**config.mk**
```make
export PLATFORM = sky130hd
export DESIGN_NAME = cpu_int_ctrl
export DESIGN_NICKNAME = d
export VERILOG_FILES = /design/src/rtl/cpu_int_pkg.sv /design/src/rtl/pin_sync.sv /design/src/rtl/cpu_int_ctrl.sv
export SDC_FILE = /design/constraint.sdc
export NUM_CORES = 1
export LEC_CHECK = 0
export CAP_MARGIN = 5
export CORE_ASPECT_RATIO = 0.7
export CORE_UTILIZATION = 47
export DETAILED_ROUTE_END_ITERATION = 8
export GPL_TIMING_DRIVEN = 0
export PLACE_DENSITY = 0.83
export SYNTH_ARGS = -nofsm -noshare
export SYNTH_HDL_FRONTEND = slang
export SYNTH_SLANG_ARGS = --single-unit
```
**constraint.sdc**
```tcl
create_clock -name clk -period 3.1 [get_ports clk]
set_input_delay 0.775 -clock clk [delete_from_list [all_inputs] [get_ports clk]]
set_output_delay 0.775 -clock clk [all_outputs]
set_load 0.02 [all_outputs]
```
**src/rtl/cpu_int_pkg.sv**
```systemverilog
// Shared interrupt encodings for the 6502C core: request kinds, front-end FSM states
// and default vector bases.
package cpu_int_pkg;

    typedef enum logic [1:0] {
        INT_BRK = 2'd0,
        INT_IRQ = 2'd1,
        INT_NMI = 2'd2,
        INT_RST = 2'd3
    } int_kind_e;

    localparam logic [2:0] ST_IDLE     = 3'd0;
    localparam logic [2:0] ST_PEND     = 3'd1;
    localparam logic [2:0] ST_RST_PEND = 3'd2;
    localparam logic [2:0] ST_SERVICE  = 3'd3;
    localparam logic [2:0] ST_VECTOR   = 3'd4;

    localparam logic [15:0] VEC_NMI_DEF = 16'hFFFA;
    localparam logic [15:0] VEC_RST_DEF = 16'hFFFC;
    localparam logic [15:0] VEC_IRQ_DEF = 16'hFFFE;

    // Only IRQ and BRK sequences may be redirected to the NMI vector.
    function automatic logic nmi_can_hijack(input int_kind_e kind);
        return (kind == INT_BRK) || (kind == INT_IRQ);
    endfunction

endpackage

```
**src/rtl/pin_sync.sv**
```systemverilog
// Multi-flop synchroniser for an asynchronous active-low pin, resetting to the idle-high
// level, with registered-history edge outputs.
module pin_sync #(
    parameter int unsigned STAGES = 2
) (
    input  logic clk,
    input  logic rst,
    input  logic pin,
    output logic level,
    output logic fall,
    output logic rise
);

    logic [STAGES-1:0] chain_q;
    logic              prev_q;

    always_ff @(posedge clk) begin
        if (rst) begin
            chain_q <= '1;
            prev_q  <= 1'b1;
        end else begin
            chain_q <= {chain_q[STAGES-2:0], pin};
            prev_q  <= chain_q[STAGES-1];
        end
    end

    assign level = chain_q[STAGES-1];
    assign fall  = prev_q & ~level;
    assign rise  = ~prev_q & level;

endmodule

```
**src/rtl/cpu_int_ctrl.sv**
```systemverilog
// Interrupt front-end for the 6502C core: synchronises NMI/IRQ/RES pins, arbitrates
// RST>NMI>IRQ>BRK at instruction boundaries and supplies the vector and B flag.
module cpu_int_ctrl
    import cpu_int_pkg::*;
#(
    parameter int unsigned SYNC_STAGES = 2,
    parameter int unsigned RST_HOLD    = 2,
    parameter logic [15:0] VEC_NMI     = VEC_NMI_DEF,
    parameter logic [15:0] VEC_RST     = VEC_RST_DEF,
    parameter logic [15:0] VEC_IRQ     = VEC_IRQ_DEF
) (
    input  logic        clk,
    input  logic        rst,
    input  logic        nmi_n,
    input  logic        irq_n,
    input  logic        res_n,
    input  logic        sync,
    input  logic        rdy,
    input  logic        i_flag,
    input  logic        brk_op,
    input  logic        int_ack,
    input  logic        vec_fetch,
    output logic        int_req,
    output logic [1:0]  int_kind,
    output logic [15:0] vec_addr,
    output logic        b_push,
    output logic        no_write
);

    localparam int unsigned CNT_W = $clog2(RST_HOLD + 1);
    localparam logic [CNT_W-1:0] CNT_MAX = CNT_W'(RST_HOLD);

    logic nmi_lvl_unused, nmi_fall, nmi_rise_unused;
    logic irq_s, irq_fall_unused, irq_rise_unused;
    logic res_s, res_fall_unused, res_rise;

    pin_sync #(.STAGES(SYNC_STAGES)) u_nmi_sync (
        .clk   (clk),
        .rst   (rst),
        .pin   (nmi_n),
        .level (nmi_lvl_unused),
        .fall  (nmi_fall),
        .rise  (nmi_rise_unused)
    );

    pin_sync #(.STAGES(SYNC_STAGES)) u_irq_sync (
        .clk   (clk),
        .rst   (rst),
        .pin   (irq_n),
        .level (irq_s),
        .fall  (irq_fall_unused),
        .rise  (irq_rise_unused)
    );

    pin_sync #(.STAGES(SYNC_STAGES)) u_res_sync (
        .clk   (clk),
        .rst   (rst),
        .pin   (res_n),
        .level (res_s),
        .fall  (res_fall_unused),
        .rise  (res_rise)
    );

    logic [2:0]       state_q, state_d;
    int_kind_e        kind_q, kind_d, kind_eff;
    logic [15:0]      vec_addr_q, vec_addr_d;
    logic             b_push_q, b_push_d;
    logic             nmi_latch_q, nmi_latch_d;
    logic [CNT_W-1:0] rst_cnt_q, rst_cnt_d;
    logic             irq_lvl, res_arm, nmi_clr;

    function automatic logic [15:0] vec_of(input int_kind_e kind);
        case (kind)
            INT_NMI: return VEC_NMI;
            INT_RST: return VEC_RST;
            default: return VEC_IRQ;
        endcase
    endfunction

    assign irq_lvl = ~irq_s & ~i_flag;
    assign res_arm = res_rise && (rst_cnt_q == CNT_MAX);

    always_comb begin
        state_d    = state_q;
        kind_d     = kind_q;
        vec_addr_d = vec_addr_q;
        b_push_d   = b_push_q;
        nmi_clr    = 1'b0;
        kind_eff   = kind_q;

        // A late NMI redirects an IRQ/BRK already past its acknowledge.
        if (state_q == ST_SERVICE && nmi_latch_q && nmi_can_hijack(kind_q)) begin
            kind_eff = INT_NMI;
        end

        if (res_arm) begin
            state_d  = ST_RST_PEND;
            kind_d   = INT_RST;
            b_push_d = 1'b0;
        end else if (rdy) begin
            case (state_q)
                ST_IDLE: begin
                    if (sync) begin
                        if (nmi_latch_q) begin
                            state_d  = ST_PEND;
                            kind_d   = INT_NMI;
                            b_push_d = 1'b0;
                        end else if (irq_lvl) begin
                            state_d  = ST_PEND;
                            kind_d   = INT_IRQ;
                            b_push_d = 1'b0;
                        end else if (brk_op) begin
                            state_d  = ST_PEND;
                            kind_d   = INT_BRK;
                            b_push_d = 1'b1;
                        end
                    end
                end
                ST_PEND, ST_RST_PEND: begin
                    if (int_ack) state_d = ST_SERVICE;
                end
                ST_SERVICE: begin
                    kind_d = kind_eff;
                    if (vec_fetch) begin
                        vec_addr_d = vec_of(kind_eff);
                        nmi_clr    = (kind_eff == INT_NMI);
                        state_d    = ST_VECTOR;
                    end
                end
                default: state_d = ST_IDLE;
            endcase
        end

        // An edge arriving in the clearing cycle survives for the next boundary.
        nmi_latch_d = (nmi_latch_q & ~nmi_clr) | nmi_fall;

        if (!res_s) begin
            rst_cnt_d = (rst_cnt_q == CNT_MAX) ? CNT_MAX : rst_cnt_q + 1'b1;
        end else begin
            rst_cnt_d = '0;
        end
    end

    always_ff @(posedge clk) begin
        if (rst) begin
            state_q     <= ST_RST_PEND;
            kind_q      <= INT_RST;
            vec_addr_q  <= VEC_RST;
            b_push_q    <= 1'b0;
            nmi_latch_q <= 1'b0;
            rst_cnt_q   <= '0;
        end else begin
            state_q     <= state_d;
            kind_q      <= kind_d;
            vec_addr_q  <= vec_addr_d;
            b_push_q    <= b_push_d;
            nmi_latch_q <= nmi_latch_d;
            rst_cnt_q   <= rst_cnt_d;
        end
    end

    assign int_req  = (state_q == ST_PEND) || (state_q == ST_RST_PEND);
    assign int_kind = kind_q;
    assign vec_addr = vec_addr_q;
    assign b_push   = b_push_q;
    assign no_write = (state_q != ST_IDLE) && (kind_q == INT_RST);

endmodule
```
==> impl_metrics.toml <==
[timing]
timing.final.ws_setup_ns = 0.721
fin_crit_sh_pct = 76.7
slew_viol_final = 0
tns_ns = 0
fmax_mhz = 420
fin_worst_skew_ns = 0.00241
rsz0062_at_grt = "no"
period_needed_ns = 2.38
hold_viol_final = 0
setup_viol = 0

[global_routing]
grt_overflow = 0
grt_pass1_vias = 676
track_usage_pct = 16.8
grt_max_degree = 11
antenna_found_initial = 0
grt_pass1_wl_um = 2690

[drt]
drt_pass1_iterations = 6
drcViolationCount = 0
wl_per_cell_um = 11.1
drt_iter0_markers = 4
totalWireLength_um = 1740
via_per_inst = 4.77
antenna_left = 0
vias = 749

[setup_path]
reg2reg_to = "nmi_latch_q"
crit_type = "flop to primary output"
critPathArrivalTime_ns = 1.60
cp-end-kind = "primary output"
r2r_start = "rst_cnt_q[0]"
crit_fanout = 8
reg2regPathDepth = 6
worstPathRequired_ns = 2.32
crit_end = "int_req"
ff2ff_setup_slack_ns = 1.65
startpoint_type = "flop"
crit_path_start = "state_q[1]"

[place]
dp_slack_ns = 0.799
place_congestion = 0.771
place_inst = 153
io_buffers = 17
post-dp-hpwl_um = 1340

[synthesis]
synth.ff_latch_count = 19
yosysUniqueCellTypes = 37
syn_area_per_cell_um2 = 9.14
ys_seq_area_share_pct = 40.8
yosysWarnings = 0
syn_inst = 102
netlist_area_um2 = 932

[run]
maxCapViolations = 0

[pwr]
p_leak_nw = 0.507
peakVddDrop_mv = 0.441
power_density_nw_per_um2 = 530

[cts]
cts_tree = "done"
cts_hold_buf = 0
post_cts_buffers = 0
path_clk_slew_ns = 0.10
cts_resized = 0
clk_latency_ns = 0.29
cts_root_buf = "clkbuf_4"
cts_inserted_buffers = 3
cts.sinks = 19
htreeDepth = 1
max-clock-path-buffers = 2

[die]
die_area_um2 = 2170
die_h_um = 39.3
coreArea_um2 = 1850
die_w_um = 55.2
io_pins = 32
fp-row-count = 13
start_util_pct = 50.3

[finish]
syn_to_final_growth_pct = 28.9
fin_cells = 157
final_nets = 148
postLayoutCoreUtil_pct = 64.8
num_antenna_cells = 0
drive_gt1_share_pct = 19.3

[outcome]
status = "complete, no violations"

[hold_path]
hp-start = "u_res_sync.chain_q[0]"
hp-class = "flop to flop"
[critical path, cell delays in order (launching register included)]
cell and delay (ns):
dfxtp_1 0.33, buf_6 0.14, xnor2_1 0.12, nor2_1 0.12
clkdlybuf4s50_1 0.62
[cell usage after synthesis]
| library cell | instances | area [um2] |
|---|---|---|
| a2111o_1 | 1 | 11.3 |
| o211ai_1 | 1 | 7.51 |
| and2_1 | 2 | 12.5 |
| o31a_1 | 1 | 8.76 |
| inv_1 | 4 | 15.0 |
| nor2b_1 | 1 | 6.26 |
| o32ai_1 | 1 | 8.76 |
| nand2_1 | 10 | 37.5 |
| buf_6 | 2 | 22.5 |
| a21oi_1 | 4 | 20.0 |
| nor3_4 | 1 | 16.3 |
| nor4_1 | 1 | 6.26 |
| ha_1 | 1 | 12.5 |
| xnor2_1 | 1 | 8.76 |
| a41oi_1 | 1 | 8.76 |
| nor3_1 | 1 | 5.00 |
| nand3b_1 | 1 | 7.51 |
| conb_1 | 2 | 7.51 |
| o21ai_1 | 1 | 5.00 |
| a21boi_1 | 1 | 7.51 |
| or2_1 | 7 | 43.8 |
| dfxtp_1 | 19 | 380 |
| mux2i_1 | 3 | 30.0 |
| o22ai_1 | 1 | 6.26 |
| nor2_2 | 1 | 6.26 |
| nand4_2 | 1 | 12.5 |
| nor2_1 | 7 | 26.3 |
| a32o_1 | 1 | 10.0 |
| and3b_2 | 1 | 10.0 |
| or3_1 | 2 | 12.5 |
| nand2b_1 | 2 | 12.5 |
| o311ai_2 | 1 | 16.3 |
| buf_4 | 14 | 105 |
| a21oi_2 | 1 | 8.76 |
| nor3b_1 | 1 | 7.51 |
| o21ai_0 | 1 | 5.00 |
| inv_2 | 1 | 3.75 |
[report_power, final]
| part | internal, mW | total (mW) | switching [mW] |
|---|---|---|---|
| Clock | 0.0500 | 0.119 | 0.0688 |
| Combinational | 0.116 | 0.240 | 0.124 |
| Sequential | 0.263 | 0.278 | 0.0144 |
[logic make-up (layout without fill, tap and decap cells)]
family / count (synthesis) / count (layout) / synth area share [%]
adders and majority gates: 1 / 1 / 1.34
other: 2 / 14 / 0.806
and+or+nand+nor: 39 / 39 / 23.9
muxes: 3 / 3 / 3.22
buffers and inverters: 21 / 42 / 15.7
AOI/OAI and AO/OA: 16 / 16 / 13.3
xor gates and xnor gates: 1 / 1 / 0.940
DFF: 19 / 19 / 40.8
[registers in the layout (all words and copies together) (netlist names)]
register and flops:
state_q 3, u_res_sync.prev_q 1, rst_cnt_q 2, b_push 1, int_kind 2, u_irq_sync.chain_q 2, u_nmi_sync.chain_q 2, nmi_latch_q 1
u_res_sync.chain_q 2, u_nmi_sync.prev_q 1, vec_addr 2
[layout make-up]
| type | instances | area (um2) |
|---|---|---|
| fillers | 165 | 653 |
| multi-input cells | 74 | 450 |
| flip-flops and latches | 19 | 380 |
| repair buffers | 17 | 170 |
| plain buffers | 16 | 128 |
| well taps | 22 | 27.5 |
| clock buffers | 4 | 26.3 |
| inverters | 5 | 18.8 |
[through the flow]
step / total power, mW / hold WS, ns / instance area (um2)
floorplan: 0.449 / 0.383 / 977
global placement: 0.514 / 0.386 / 1170
detailed placement: 0.522 / 0.394 / 1170
CTS: 0.639 / 0.420 / 1200
global route: 0.673 / 0.440 / 1200
finish: 0.637 / 0.420 / 1200
[routing by layer]
| metal | part of all wire [%] | GRT usage [%] |
|---|---|---|
| met3 | 5.6 | 5.28 |
| met1 | 42 | 16.9 |
| met4 | 0 | 9.38 |
| met5 | 0 | 0 |
| met2 | 52 | 32.5 |
[how the worst min path moves through the flow]
| stage | to | cells past startpoint |
|---|---|---|
| after CTS | u_res_sync.chain_q[1] | 1 |
| after floorplan | u_irq_sync.chain_q[1] | 1 |
| final | u_res_sync.chain_q[1] | 1 |
| after global routing | u_res_sync.chain_q[1] | 1 |
| after detailed placement | u_nmi_sync.chain_q[1] | 1 |
| after global placement | u_res_sync.chain_q[1] | 1 |
[layout by cell type, fill, tap and decap left out, types with 2 or more instances in the layout]
master	instances
nor2_1	7
mux2i_1	3
buf_6	2
inv_1	4
conb_1	14
buf_4	14
a21oi_1	4
nand2b_1	2
clkdlybuf4s50_1	17
nand2_1	10
dfxtp_1	19
or2_1	7
or3_1	2
and2_1	2
clkbuf_4	3
(Power assumes the default switching activity.)
